File: config.mk
export PLATFORM = sky130hd
export DESIGN_NAME = fp_mul_seq
export DESIGN_NICKNAME = d
export VERILOG_FILES = /design/src/rtl/fp_mul_seq.sv
export SDC_FILE = /design/constraint.sdc
export NUM_CORES = 1
export LEC_CHECK = 0
export ABC_AREA = 1
export CAP_MARGIN = 15
export CORE_ASPECT_RATIO = 1.4
export CORE_MARGIN = 2
export CORE_UTILIZATION = 40
export CTS_CLUSTER_SIZE = 30
export DETAILED_ROUTE_END_ITERATION = 10
export SKIP_CTS_REPAIR_TIMING = 1
export SLEW_MARGIN = 10
export SYNTH_ARGS = -nofsm -noshare
export SYNTH_HDL_FRONTEND = slang
export SYNTH_SLANG_ARGS = --single-unit
export TNS_END_PERCENT = 5
File: constraint.sdc
create_clock -name clk -period 8.8 [get_ports clk]
set_clock_uncertainty 0.15 [all_clocks]
set_input_delay 1.32 -clock clk [delete_from_list [all_inputs] [get_ports clk]]
set_output_delay 1.32 -clock clk [all_outputs]
set_load 0.05 [all_outputs]
File: src/rtl/fp_mul_seq.sv
// Iterative IEEE-754 multiplier: start/busy/done handshake, one-bit-per-cycle shift-add
// significand product, round-to-nearest-even, denormals flushed to zero.
module fp_mul_seq #(
    parameter int PRECISION = 32,
    parameter int EXPONENT  = 8,
    parameter int FRACTION  = 23,
    parameter int BIAS      = 127
) (
    input  logic                 clk,
    input  logic                 reset_n,
    input  logic                 start,
    input  logic [PRECISION-1:0] a_operand,
    input  logic [PRECISION-1:0] b_operand,
    output logic                 busy,
    output logic                 done,
    output logic [PRECISION-1:0] result
);
    localparam int SIG = FRACTION + 1;
    localparam int PW  = 2 * SIG;
    localparam int CW  = $clog2(SIG + 1);
    localparam int EW  = EXPONENT + 2;
    localparam logic [EXPONENT-1:0]  EXP_ONES = '1;
    localparam logic signed [EW-1:0] E_INF    = EW'((1 << EXPONENT) - 1);
    localparam logic signed [EW-1:0] E_ZERO   = '0;

    typedef enum logic [1:0] {S_IDLE, S_MUL, S_NORM, S_PACK} state_t;
    state_t r_state, w_next;

    logic                   r_sign;
    logic [EXPONENT-1:0]    r_a_exp, r_b_exp;
    logic                   r_a_fnz, r_b_fnz;
    logic [PW-1:0]          r_mcand, r_acc;
    logic [SIG-1:0]         r_mplier;
    logic [CW-1:0]          r_cnt;
    logic [FRACTION-1:0]    r_mant;
    logic signed [EW-1:0]   r_exp;
    logic                   r_done;
    logic [PRECISION-1:0]   r_result;

    logic                   w_top, w_guard, w_sticky, w_inc;
    logic [FRACTION-1:0]    w_mant_pre;
    logic [FRACTION:0]      w_mant_rnd;
    logic [EW-1:0]          w_exp_norm;
    logic                   w_a_nan, w_b_nan, w_a_inf, w_b_inf, w_a_zero, w_b_zero;
    logic [PRECISION-1:0]   w_pack;

    assign busy   = (r_state != S_IDLE);
    assign done   = r_done;
    assign result = r_result;

    // Normalize: the product of two [1,2) significands lies in [1,4), so at most one extra shift.
    assign w_top      = r_acc[PW-1];
    assign w_mant_pre = w_top ? r_acc[PW-2 -: FRACTION] : r_acc[PW-3 -: FRACTION];
    assign w_guard    = w_top ? r_acc[PW-2-FRACTION] : r_acc[PW-3-FRACTION];
    assign w_sticky   = w_top ? (|r_acc[PW-3-FRACTION:0]) : (|r_acc[PW-4-FRACTION:0]);
    assign w_inc      = w_guard & (w_sticky | w_mant_pre[0]);
    assign w_mant_rnd = {1'b0, w_mant_pre} + (FRACTION+1)'(w_inc);
    assign w_exp_norm = EW'(r_a_exp) + EW'(r_b_exp) - EW'(BIAS) + EW'(w_top);

    assign w_a_nan  = (r_a_exp == EXP_ONES) &  r_a_fnz;
    assign w_b_nan  = (r_b_exp == EXP_ONES) &  r_b_fnz;
    assign w_a_inf  = (r_a_exp == EXP_ONES) & ~r_a_fnz;
    assign w_b_inf  = (r_b_exp == EXP_ONES) & ~r_b_fnz;
    assign w_a_zero = (r_a_exp == '0);
    assign w_b_zero = (r_b_exp == '0);

    always_comb begin
        w_pack = {r_sign, r_exp[EXPONENT-1:0], r_mant};
        if (w_a_nan | w_b_nan | (w_a_inf & w_b_zero) | (w_b_inf & w_a_zero))
            w_pack = {1'b0, EXP_ONES, 1'b1, {(FRACTION-1){1'b0}}};
        else if (w_a_inf | w_b_inf)
            w_pack = {r_sign, EXP_ONES, {FRACTION{1'b0}}};
        else if (w_a_zero | w_b_zero)
            w_pack = {r_sign, {(PRECISION-1){1'b0}}};
        else if (r_exp >= E_INF)
            w_pack = {r_sign, EXP_ONES, {FRACTION{1'b0}}};
        else if (r_exp <= E_ZERO)
            w_pack = {r_sign, {(PRECISION-1){1'b0}}};
    end

    always_comb begin
        w_next = r_state;
        case (r_state)
            S_IDLE: if (start) w_next = S_MUL;
            S_MUL:  if (r_cnt == CW'(1)) w_next = S_NORM;
            S_NORM: w_next = S_PACK;
            S_PACK: w_next = S_IDLE;
            default: w_next = S_IDLE;
        endcase
    end

    always_ff @(posedge clk or negedge reset_n) begin
        if (!reset_n) r_state <= S_IDLE;
        else          r_state <= w_next;
    end

    always_ff @(posedge clk or negedge reset_n) begin
        if (!reset_n) begin
            r_sign   <= 1'b0;
            r_a_exp  <= '0;
            r_b_exp  <= '0;
            r_a_fnz  <= 1'b0;
            r_b_fnz  <= 1'b0;
            r_mcand  <= '0;
            r_acc    <= '0;
            r_mplier <= '0;
            r_cnt    <= '0;
            r_mant   <= '0;
            r_exp    <= '0;
            r_done   <= 1'b0;
            r_result <= '0;
        end else begin
            r_done <= 1'b0;
            case (r_state)
                S_IDLE: if (start) begin
                    r_sign   <= a_operand[PRECISION-1] ^ b_operand[PRECISION-1];
                    r_a_exp  <= a_operand[PRECISION-2 -: EXPONENT];
                    r_b_exp  <= b_operand[PRECISION-2 -: EXPONENT];
                    r_a_fnz  <= |a_operand[FRACTION-1:0];
                    r_b_fnz  <= |b_operand[FRACTION-1:0];
                    r_mcand  <= PW'({1'b1, a_operand[FRACTION-1:0]});
                    r_mplier <= {1'b1, b_operand[FRACTION-1:0]};
                    r_acc    <= '0;
                    r_cnt    <= CW'(SIG);
                end
                S_MUL: begin
                    if (r_mplier[0]) r_acc <= r_acc + r_mcand;
                    r_mcand  <= r_mcand << 1;
                    r_mplier <= r_mplier >> 1;
                    r_cnt    <= r_cnt - CW'(1);
                end
                // Rounding carry-out leaves the fraction field at zero and bumps the exponent.
                S_NORM: begin
                    r_mant <= w_mant_rnd[FRACTION-1:0];
                    r_exp  <= w_exp_norm + EW'(w_mant_rnd[FRACTION]);
                end
                S_PACK: begin
                    r_result <= w_pack;
                    r_done   <= 1'b1;
                end
                default: ;
            endcase
        end
    end
endmodule

==> Word-level counts from Yosys, hierarchy flattened <==
Cells that the tools add are included.
{ "word_totals": {"reg_bits": 212, "in_bits": 67, "out_inout_bits": 34} }
{ "classes": {"n_addsub": 7, "magnitude_cmp": 2, "n_eq_ne": 9, "muxes": 21, "bitwise": 16, "reduce_logical": 13} }
{ "op_table": {"columns": ["operator", "count"], "rows": [
  ["$pmux W48 S2", 2],
  ["$mux W48", 3],
  ["$mux W31", 4],
  ["$reduce_or A23 Y1", 3],
  ["$add A48 B48 Y48", 1],
  ["$pmux W24 S2", 1],
  ["$mux W32", 1],
  ["$add A23 B1 Y24", 1],
  ["$mux W24", 1],
  ["$mux W23", 1],
  ["$reduce_or A22 Y1", 1],
  ["$add A10 B1 Y10", 2],
  ["$eq A8 B8 Y1 const B", 2],
  ["$logic_not A8 Y1", 2],
  ["$ge A10 B9 Y1 const B", 1],
  ["$le A10 B1 Y1 const B", 1],
  ["$pmux W5 S2", 1],
  ["$sub A9 B7 Y10 const B", 1],
  ["$add A8 B8 Y9", 1],
  ["$pmux W2 S4", 1],
  ["$and A1 B1 Y1", 7],
  ["$ne A2 B2 Y1 const B", 3],
  ["$or A1 B1 Y1", 6],
  ["$reduce_and A2 Y1", 3],
  ["12 further kinds", 18]
]} }

==> Depth between registers and ports, before layout <==
Gate-level depths: netlist of the first run.
{ "depth": {"ltp_word": 6, "depth_mapped": 23, "ltp_nobuf": 21} }

==> Worst setup path after synthesis of the first run <==
Ideal clock, no wire load.
{ "synth_path": {"kind": "register -> register", "start": "register r_acc[47]", "end": "register r_exp[8]", "arrival_time_ns": 2.738, "setup_slack_ns": 5.829, "path_stages_with_launch": 23, "path_cell_list": "dfrtp_1 > buf_6 > buf_6 > o21ai_2 > inv_2 > nor2_2 > nand2_1 > nor2_2 > nand2_1 > inv_1 > nand4_1 > nor2_1 > nand3b_1 > fa_1 > inv_1 > fa_1 > nand3_1 > nand3_1 > nand4_1 > o211ai_1 > xor2_1 > nand2_1 > o21ai_0"} }
{ "synth_between": {"elab_chain_len": 5, "word_cells_on_any_way": 8, "cone_classes": "3 x add/sub; 3 x mux; 2 x bitwise"} }
{ "synth_lines": {"columns": ["item", "line", "text"], "rows": [
  ["start, declared", "32", "logic [PW-1:0] r_mcand, r_acc;"],
  ["start signal, assigned", "127", "if (r_mplier[0]) r_acc <= r_acc + r_mcand;"],
  ["$mux W1 / $mux W23 (equally long branches)", "55, 53", null],
  ["$or A1 B1 Y1", "56", "assign w_inc = w_guard & (w_sticky | w_mant_pre[0]);"],
  ["$and A1 B1 Y1", "56", null],
  ["$add A23 B1 Y24", "57", "assign w_mant_rnd = {1'b0, w_mant_pre} + (FRACTION+1)'(w_inc);"],
  ["$add A10 B1 Y10 (*)", "135", "r_exp <= w_exp_norm + EW'(w_mant_rnd[FRACTION]);"],
  ["end signal, assigned", "135", null],
  ["end, declared", "36", "logic signed [EW-1:0] r_exp;"]
]} }
Mark *: on every way between the ends. The rest lies on a longest branch, timed or not.
A chain may end at the register's enable or synchronous reset.

==> Worst setup path in the final report of the first run <==
{ "layout_path": {"start": "input start", "end": "register r_cnt[4]"} }
{ "layout_between": {"elab_chain_len": 2} }
{ "layout_lines": {"columns": ["item", "line", "text"], "rows": [
  ["start, declared", "11", "input logic start,"],
  ["$ne A2 B2 Y1 (no source line)", null, null],
  ["$reduce_and A2 Y1 (no source line)", null, null],
  ["end signal, assigned", "124", "r_cnt <= CW'(SIG);"],
  ["end signal, assigned", "130", "r_cnt <= r_cnt - CW'(1);"],
  ["end, declared", "34", "logic [CW-1:0] r_cnt;"]
]} }
Every way passes these cells.

==> impl_metrics.tcl, run 1 <==
set metrics [dict create \
    fmax_mhz 242.8 \
    tns_ps 0 \
    pin_count 101 \
    hp-class "flop to flop" \
    synth_top_area_share 0.3680 \
    grt_max_degree 94 \
    power_frac_clock 0.167 \
    grt_setup_unrepaired "no" \
    crit_start "start" \
    setup.worst_path.end "r_cnt[4]$_DFFE_PN0P_" \
    power_w 0.005865 \
    pre_cts_slack_ps 4078 \
    switchingPower_w 0.002903 \
    crit_buf_inv 4 \
    maxCapViolations 0 \
    clk_latency_ps 540 \
    drc 0 \
    dp_hpwl_um 34530 \
    max_slew_margin 0.3070 \
    cp.arrival_ps 4390 \
    avgSynthCellArea_um2 6.583 \
    ys_types 42 \
    overflow 0 \
    nFillCells 3793 \
    drive_gt1_frac 0.03198 \
    slew_violations 0 \
    drtIter0Drc 793 \
    reg2reg_from "r_acc[47]$_DFFE_PN0P_" \
    p_sw_frac 0.4950 \
    coreArea_um2 35700 \
    final_cell_mix "nand2_1 (788), inv_1 (364), dfrtp_1 (212)" \
    pwr_density_cell_nw_per_um2 353.9 \
    yosys-top-cells-area "dfrtp_1 (37%), nand2_1 (21%), inv_1 (9.5%), ha_1 (6.1%), nor2_1 (4.7%)" \
    place_congestion 0.9610 \
    slowest_delay_ps 690 \
    postRouteWirelength_um 43310 \
    cts_tree "done" \
    yosys_most_used_dff "dfrtp_1" \
    num_rows 82 \
    internal-power_w 0.002962 \
    cts-root-buf "clkbuf_16" \
    synth_area_um2 14420 \
    vias_per_cell 4.948 \
    crit_chain "clkdlybuf4s50_1, nand2_1, inv_2, a21oi_2, clkinv_2, buf_4, nand2_1, or2_2, o21ai_0, nand3_1" \
    critPathKind "input pin to flop" \
    crit_fanout 93 \
    r2r_end "r_exp[8]$_DFFE_PN0P_" \
    post-route-min-period_ps 4119 \
    critPathLaunchType "input pin" \
    seqPwrFrac 0.301 \
    ctsHtreeMaxLevel 1 \
    wl_per_cell_um 15.78 \
    cp.required_ps 9070 \
    hold_viol 0 \
    drt_pre_antenna_iters 5 \
    post-route-period-util 0.4680 \
    synth_nets 2330 \
    crit_top_cell "nand2_1" \
    numCtsBuffers 24 \
    p_leak_nw 8.484 \
    outcome "finished, final reports clean" \
    die_y_um 228.6 \
    r2r_cells 22 \
    start_util 0.4038 \
    area_growth_pct 14.96 \
    path_depth 10 \
    ys_seq_area_frac 0.3680 \
    grt_first_pass_wirelength_um 69370 \
    synth_seq_cells 212 \
    yosys_warnings 0 \
    vdd_drop_max_uv 254.9 \
    port_buffers 100 \
    grt_usage 0.2337 \
    yosysTopAreaCell "dfrtp_1" \
    crit_family "buffers and inverters" \
    reg2reg_slack_ps 5090 \
    final_common_cell "nand2_1" \
    ant_nets 0 \
    cts_buffer_depth 3 \
    grt_pass1_vias 13450 \
    die-width_um 164.4 \
    synth_edf_count 0 \
    end_kind "flop" \
    cpMaxStageDelayCell "buf_4" \
    antenna_found_initial 0 \
    synthArstFlopShare 1.000 \
    cts.reportedPaths.clkPinSlew_ps 60 \
    clkSinkCount 212 \
    syn_inst 2190 \
    dieArea_um2 37600 \
    worstMarginPinSlew_ps 1038 \
    final_nets 2409 \
    final_area_um2 16570 \
    place_area_um2 15820 \
    diodes 0 \
    power_frac_comb 0.533 \
    setup_viol 0 \
    worst_slack_ps 4681 \
    num_vias 13580 \
]
[layer usage]
| metal | wire [µm] | track usage |
|---|---|---|
| met3 | 1373 | 0.02014 |
| met4 | 2649 | 0.1285 |
| met5 | 0 | 0 |
| met1 | 17140 | 0.2611 |
| met2 | 22150 | 0.4300 |
[final cells by class]
cell class | count | area (µm²) | share of cell area
clock buffers | 32 | 660.6 | 0.03986
clock inverters | 8 | 92.59 | 0.005587
inverters | 372 | 1398 | 0.08433
multi-input cells | 1549 | 7458 | 0.4500
flip-flops and latches | 212 | 5305 | 0.3201
well taps | 462 | 578.1 | 0.03488
repair buffers | 110 | 1081 | 0.06523
[worst min-delay path by stage]
stage	startpoint	to	slack, ps	depth (start not counted)
floorplan	r_sign$_DFFE_PN0P_	result[31]$_DFFE_PN0P_	290	2
global placement	result[6]$_DFFE_PN0P_	result[6]$_DFFE_PN0P_	310	2
detailed placement	result[31]$_DFFE_PN0P_	result[31]$_DFFE_PN0P_	320	2
CTS	result[31]$_DFFE_PN0P_	result[31]$_DFFE_PN0P_	330	2
global route	result[21]$_DFFE_PN0P_	result[21]$_DFFE_PN0P_	350	2
finish	result[31]$_DFFE_PN0P_	result[31]$_DFFE_PN0P_	330	2
[sequential cells by signal (all words and copies together), names as in the netlist]
signal / flops
r_mcand: 48
r_mplier: 24
r_mant: 23
r_exp: 10
r_b_exp: 8
r_a_exp: 8
r_state: 2
r_b_fnz: 1
r_sign: 1
done: 1
result: 32
r_cnt: 5
r_acc: 48
r_a_fnz: 1
[kinds of logic after synthesis]
| group | share of synthesized area |
|---|---|
| AND/OR/NAND/NOR | 0.3259 |
| AO/OA/AOI/OAI | 0.1167 |
| adder cells (fa/ha/maj) | 0.06492 |
| buffers and inverters | 0.1153 |
| XOR/XNOR | 0.009113 |
| flip-flops | 0.3680 |
[through the flow]
step	hold WS, ps	std cells	utilization
detailed placement	315.4	2705	0.4431
finish	325.4	2745	0.4642
floorplan	292.2	2190	-
global placement	311.9	2705	0.4431
global route	347.3	2745	0.4642
CTS	332.1	2745	0.4642
[synth_stat cells (7+ instances only)]
master	count
nand2_1	788
inv_1	364
dfrtp_1	212
nor2_1	179
nand3_1	115
o21ai_0	112
ha_1	70
a21oi_1	66
clkbuf_1	31
o22ai_1	31
a31oi_1	28
nand4_1	27
o211ai_1	25
o21ai_1	19
buf_2	15
nor3_1	14
nor4_1	13
xor2_1	12
inv_2	8
nor2_2	7
[worst register-to-register path: cells and delay by family, from the launching register on]
| kind | cells | cell delay [ps] |
|---|---|---|
| buffers and inverters | 4 | 660 |
| DFF | 1 | 520 |
| AOI/OAI and AO/OA | 3 | 290 |
| adders and majority gates | 2 | 600 |
| and+or+nand+nor | 12 | 1260 |
| xor gates and xnor gates | 1 | 160 |
[power groups by stage]
stage | logic [W] | registers [W] | clock network, W
6_report | 0.00312 | 0.00176 | 0.000977
4_1_cts | 0.00314 | 0.00177 | 0.00101
3_5_place_dp | 0.00313 | 0.00178 | 0
5_1_grt | 0.00354 | 0.00180 | 0.00105
3_3_place_gp | 0.00308 | 0.00177 | 0
2_1_floorplan | 0.00211 | 0.00182 | 0
No activity file was read; power rests on OpenSTA's default activity.
==> run 2, diff against run 1 <==
Clock period 8.8 ns to 3.4 ns, I/O delays scaled along.
==> run 2 against run 1 <==
  * Worst setup slack got worse by 4500 ps
  * Utilization increased by 0.70 points
  * Sequential power increased to 2.5 times the previous value
  * Register-to-register slack got worse by 4900 ps
  * Die area unchanged
  * Routed wire length decreased by 0.87%
  * Final area increased by 1.5%
  * Via count increased by 2.1%
  * Sequential share of layout area decreased by 0.47 points
  * Critical path type is now flop to flop
  * Largest power group unchanged
==> impl_metrics.tcl, run 2 (same netlist as run 1, synthesis figures left out) <==
set metrics [dict create \
    holdWs_ps 244.5 \
    crit_fanout 19 \
    final_area_um2 16820 \
    crit_chain "buf_12, nand2_1, o21ai_1, nor2_1, nand2_2, nor2_4, nand2_1, inv_1, nand4_1, nor2_2, nand3b_1, fa_2, inv_2, fa_2, nand3_1, nand3_2, nand4_1, o211ai_1, xor2_1, nand2_1, o21ai_0" \
    crit_top_cell "nand2_1" \
    final_cell_mix "nand2_1 (785), inv_1 (363), dfrtp_1 (211)" \
    vdd_drop_max_uv 491.9 \
    cts_buffer_depth 3 \
    reg2reg_slack_ps 190 \
    slew_violations 0 \
    ant_nets 0 \
    grt_pass1_vias 13420 \
    drc 0 \
    vias_per_cell 5.009 \
    drtIter0Drc 929 \
    coreArea_um2 35700 \
    overflow 0 \
    fmax_mhz 311.2 \
    cts-root-buf "clkbuf_16" \
    end_kind "flop" \
    postRouteWirelength_um 42940 \
    hold_viol 0 \
    diodes 0 \
    grt_usage 0.2293 \
    place_area_um2 15980 \
    numCtsBuffers 23 \
    crit_buf_inv 3 \
    critPathKind "flop to flop" \
    cts.reportedPaths.clkPinSlew_ps 60 \
    max_slew_margin 0.3271 \
    critPathLaunchType "flop" \
    cts_tree "done" \
    num_vias 13870 \
    dieArea_um2 37600 \
    dp_hpwl_um 34190 \
    outcome "finished, final reports clean" \
    die-width_um 164.4 \
    pre_cts_slack_ps 163.3 \
    worst_slack_ps 186.8 \
    pin_count 101 \
    p_leak_nw 8.616 \
    drt_pre_antenna_iters 5 \
    antenna_found_initial 0 \
    wl_per_cell_um 15.51 \
    pwr_density_cell_nw_per_um2 907.9 \
    cp.required_ps 3720 \
    maxCapViolations 0 \
    clkSinkCount 212 \
    cp.arrival_ps 3530 \
    port_buffers 100 \
    final_common_cell "nand2_1" \
    cpMaxStageDelayCell "dfrtp_2" \
    drive_gt1_frac 0.04597 \
    final_nets 2429 \
    start_util 0.4038 \
    ctsHtreeMaxLevel 1 \
    post-route-period-util 0.9450 \
    grt_first_pass_wirelength_um 68610 \
    num_rows 82 \
    post-route-min-period_ps 3213 \
    area_growth_pct 16.69 \
    grt_max_degree 124 \
    setup_viol 0 \
    place_congestion 0.9649 \
    hp-class "input pin to asynchronous set/reset pin" \
    worstMarginPinSlew_ps 1008 \
    die_y_um 228.6 \
    clk_latency_ps 540 \
    slowest_delay_ps 420 \
    crit_family "simple AND/OR/NAND/NOR gates" \
    nFillCells 3681 \
]
[run 2: cell count changes in the layout (fill, tap and decap cells not counted), moves of 2 or more]
cell,before,now
buf_4,10,25
clkinv_2,2,7
buf_12,0,3
nand2_1,788,785
nand2_2,0,3
fa_1,3,1
fa_2,0,2
nor2_1,178,176
[run 2: final timing paths]
kind / from / to / cells past startpoint
max: r_acc[47]$_DFFE_PN0P_ / r_exp[8]$_DFFE_PN0P_ / 21
max reg2reg: r_acc[47]$_DFFE_PN0P_ / r_exp[8]$_DFFE_PN0P_ / 21
min in group clk: r_mant[1]$_DFFE_PN0P_ / r_mant[1]$_DFFE_PN0P_ / 2
min reg2reg: r_mant[1]$_DFFE_PN0P_ / r_mant[1]$_DFFE_PN0P_ / 2
max in group asynchronous: reset_n / r_acc[18]$_DFFE_PN0P_ / 3
min: reset_n / r_mcand[31]$_DFFE_PN0P_ / 2
[run 2: area by class of cell]
type                       count  area [µm²]  share of cell area
multi-input combinational   1549        7493              0.4454
sequential                   212        5306              0.3154
inverter                     372        1400             0.08323
timing repair buffer         131        1300             0.07728
clock buffer                  30       631.9             0.03756
tap                          462       578.1             0.03436
clock inverter                12       112.6            0.006694
[run 2: metrics by stage]
step	power, W	setup TNS (ps)	utilization	instances
after global placement	0.01261	0	0.4476	2722
after global routing	0.01664	-18.08	0.4712	2768
after floorplan	0.01018	0	-	2190
final	0.01527	0	0.4712	2768
after detailed placement	0.01274	0	0.4476	2722
after CTS	0.01530	0	0.4684	2764
[run 2: routing by layer]
layer,up-vias,wire length [µm],global-route usage
li1,7101,-,-
met1,6376,17290,0.2634
met2,296,22180,0.4234
met3,93,1319,0.01905
met4,0,2146,0.1073
met5,-,0,0
[run 2: worst reg2reg max path, cell delays in order, from the launching register on]
cell and delay [ps]:
dfrtp_2 420, buf_12 160, nand2_1 70, o21ai_1 80, nor2_1 180, nand2_2 110, nor2_4 120, nand2_1 60
inv_1 70, nand4_1 90, nor2_2 150, nand3b_1 140, fa_2 380, inv_2 70, fa_2 210, nand3_1 90
nand3_2 110, nand4_1 80, o211ai_1 110, xor2_1 170, nand2_1 60, o21ai_0 70
[run 2: report_power, final]
part           internal [W]  switching, W
Sequential          0.00363      0.000779
Combinational       0.00273       0.00564
Clock               0.00140       0.00108
==> run 3, diff against run 2 <==
Clock period 3.4 ns to 3.5 ns, I/O delays scaled along.
==> run 3 against run 2 <==
  * Non-clock buffer count fell by 1
  * Flip-flop and latch count unchanged
  * Final area shrank 0.20%
  * Register-to-register slack improved by 130 ps
  * Critical path type unchanged
  * Largest power group unchanged
==> impl_metrics.tcl, run 3 (same netlist as run 1, synthesis figures left out) <==
set metrics [dict create \
    ctsHtreeMaxLevel 1 \
    antenna_found_initial 0 \
    place_congestion 1.009 \
    overflow 0 \
    grt_first_pass_wirelength_um 69810 \
    post-route-period-util 0.9085 \
    grt_usage 0.2321 \
    vdd_drop_max_uv 581.7 \
    drive_gt1_frac 0.04210 \
    coreArea_um2 35700 \
    crit_fanout 19 \
    end_kind "flop" \
    clkSinkCount 212 \
    tns_ps 0 \
    p_leak_nw 8.600 \
    cts.reportedPaths.clkPinSlew_ps 60 \
    wl_per_cell_um 15.49 \
    place_inst 2721 \
    maxCapViolations 0 \
    port_buffers 100 \
    outcome "finished, final reports clean" \
    start_util 0.4038 \
    nFillCells 3770 \
    utilization 0.4702 \
    hold_viol 0 \
    grt_setup_unrepaired "no" \
    final_nets 2428 \
    vias_per_cell 5.009 \
    max_slew_margin 0.3019 \
    crit_chain "buf_12, nand2_1, o21ai_2, nor2_1, nand2_1, nor2_2, nand2_1, inv_2, nand4_1, nor2_1, nand3b_1, fa_2, inv_1, fa_2, nand3_1, nand3_2, nand4_1, o211ai_1, xor2_1, nand2_1, o21ai_0" \
    slowest_delay_ps 420 \
    critPathLaunchType "flop" \
    worstMarginPinSlew_ps 1046 \
    drt_pre_antenna_iters 5 \
    diodes 0 \
    slew_violations 0 \
    area_growth_pct 16.46 \
    final_common_cell "nand2_1" \
    fin_cells 2766 \
    crit_top_cell "nand2_1" \
    final_cell_mix "nand2_1 (788), inv_1 (363), dfrtp_1 (211)" \
    ant_nets 0 \
    dieArea_um2 37600 \
    dp_hpwl_um 34360 \
    postRouteWirelength_um 42860 \
    cp.required_ps 3810 \
    hp-class "flop to flop" \
    pin_count 101 \
    grt_pass1_vias 13570 \
    cts-root-buf "clkbuf_16" \
    pwr_density_cell_nw_per_um2 884.2 \
    drtIter0Drc 767 \
    post-route-min-period_ps 3180 \
    numCtsBuffers 23 \
    num_rows 82 \
    grt_max_degree 95 \
    die-width_um 164.4 \
    cts_tree "done" \
    die_y_um 228.6 \
    cts_buffer_depth 3 \
    cpMaxStageDelayCell "dfrtp_2" \
    critPathKind "flop to flop" \
    clk_latency_ps 540 \
    power_w 0.01484 \
    setup_viol 0 \
    cp.arrival_ps 3490 \
    num_vias 13860 \
    fmax_mhz 314.5 \
    drc 0 \
]
run 3: cell count changes in the layout (fill, tap and decap cells not counted), moves of 2 or more:
cell      previous run  this run
clkinv_2             7         4
nand2_2              3         0
nand2_1            785       788
clkbuf_1             4         7
nor2_1             176       178
o21ai_1             20        18
nor2_4               2         0
run 3: layout make-up:
cell class,count,area (µm²),area share
multi-input cells,1549,7475,0.4452
well taps,462,578.1,0.03443
flip-flops and latches,212,5306,0.3161
clock inverters,8,110.1,0.006558
inverters,372,1400,0.08340
clock buffers,33,643.1,0.03831
repair buffers,130,1276,0.07602
run 3: final timing paths:
| path | to | slack [ps] | depth (start not counted) | startpoint |
|---|---|---|---|---|
| min in group asynchronous | r_mcand[34]$_DFFE_PN0P_ | 410 | 2 | reset_n |
| max reg2reg | r_exp[8]$_DFFE_PN0P_ | 320 | 21 | r_acc[47]$_DFFE_PN0P_ |
| max in group asynchronous | result[23]$_DFFE_PN0P_ | 1930 | 3 | reset_n |
| min reg2reg | result[30]$_DFFE_PN0P_ | 330 | 2 | result[30]$_DFFE_PN0P_ |
| max | r_exp[8]$_DFFE_PN0P_ | 320 | 21 | r_acc[47]$_DFFE_PN0P_ |
| min | result[30]$_DFFE_PN0P_ | 330 | 2 | result[30]$_DFFE_PN0P_ |
run 3: critical path: cells and delay by family (launching register included):
| family | cells | cell delay (ps) |
|---|---|---|
| xor+xnor | 1 | 160 |
| flops | 1 | 420 |
| simple gates | 12 | 1210 |
| buf+inv | 3 | 330 |
| fa+ha+maj | 2 | 570 |
| compound gates | 3 | 250 |
run 3: power breakdown:
group          internal, W  total [W]  switching, W
combinational      0.00262    0.00809       0.00547
clock              0.00143    0.00246       0.00102
sequential         0.00353    0.00429      0.000763
total              0.00758     0.0148       0.00726
run 3: per-stage QoR:
stage	hold WS [ps]	area [µm²]	worst slack, ps
after floorplan	79.41	14420	528.9
after global placement	311.8	15960	317.1
after detailed placement	315.3	15960	250.9
after CTS	-126.9	16710	235.4
after global routing	346.9	16790	13.59
final	325.1	16790	320.4
run 3: metal layers:
layer  track usage  up-vias  share of wire
met3       0.01905      106          0.031
met5             0        -              0
met1        0.2688     6351           0.41
met2        0.4235      285           0.51
li1              -     7114              -
met4        0.1144        0          0.057
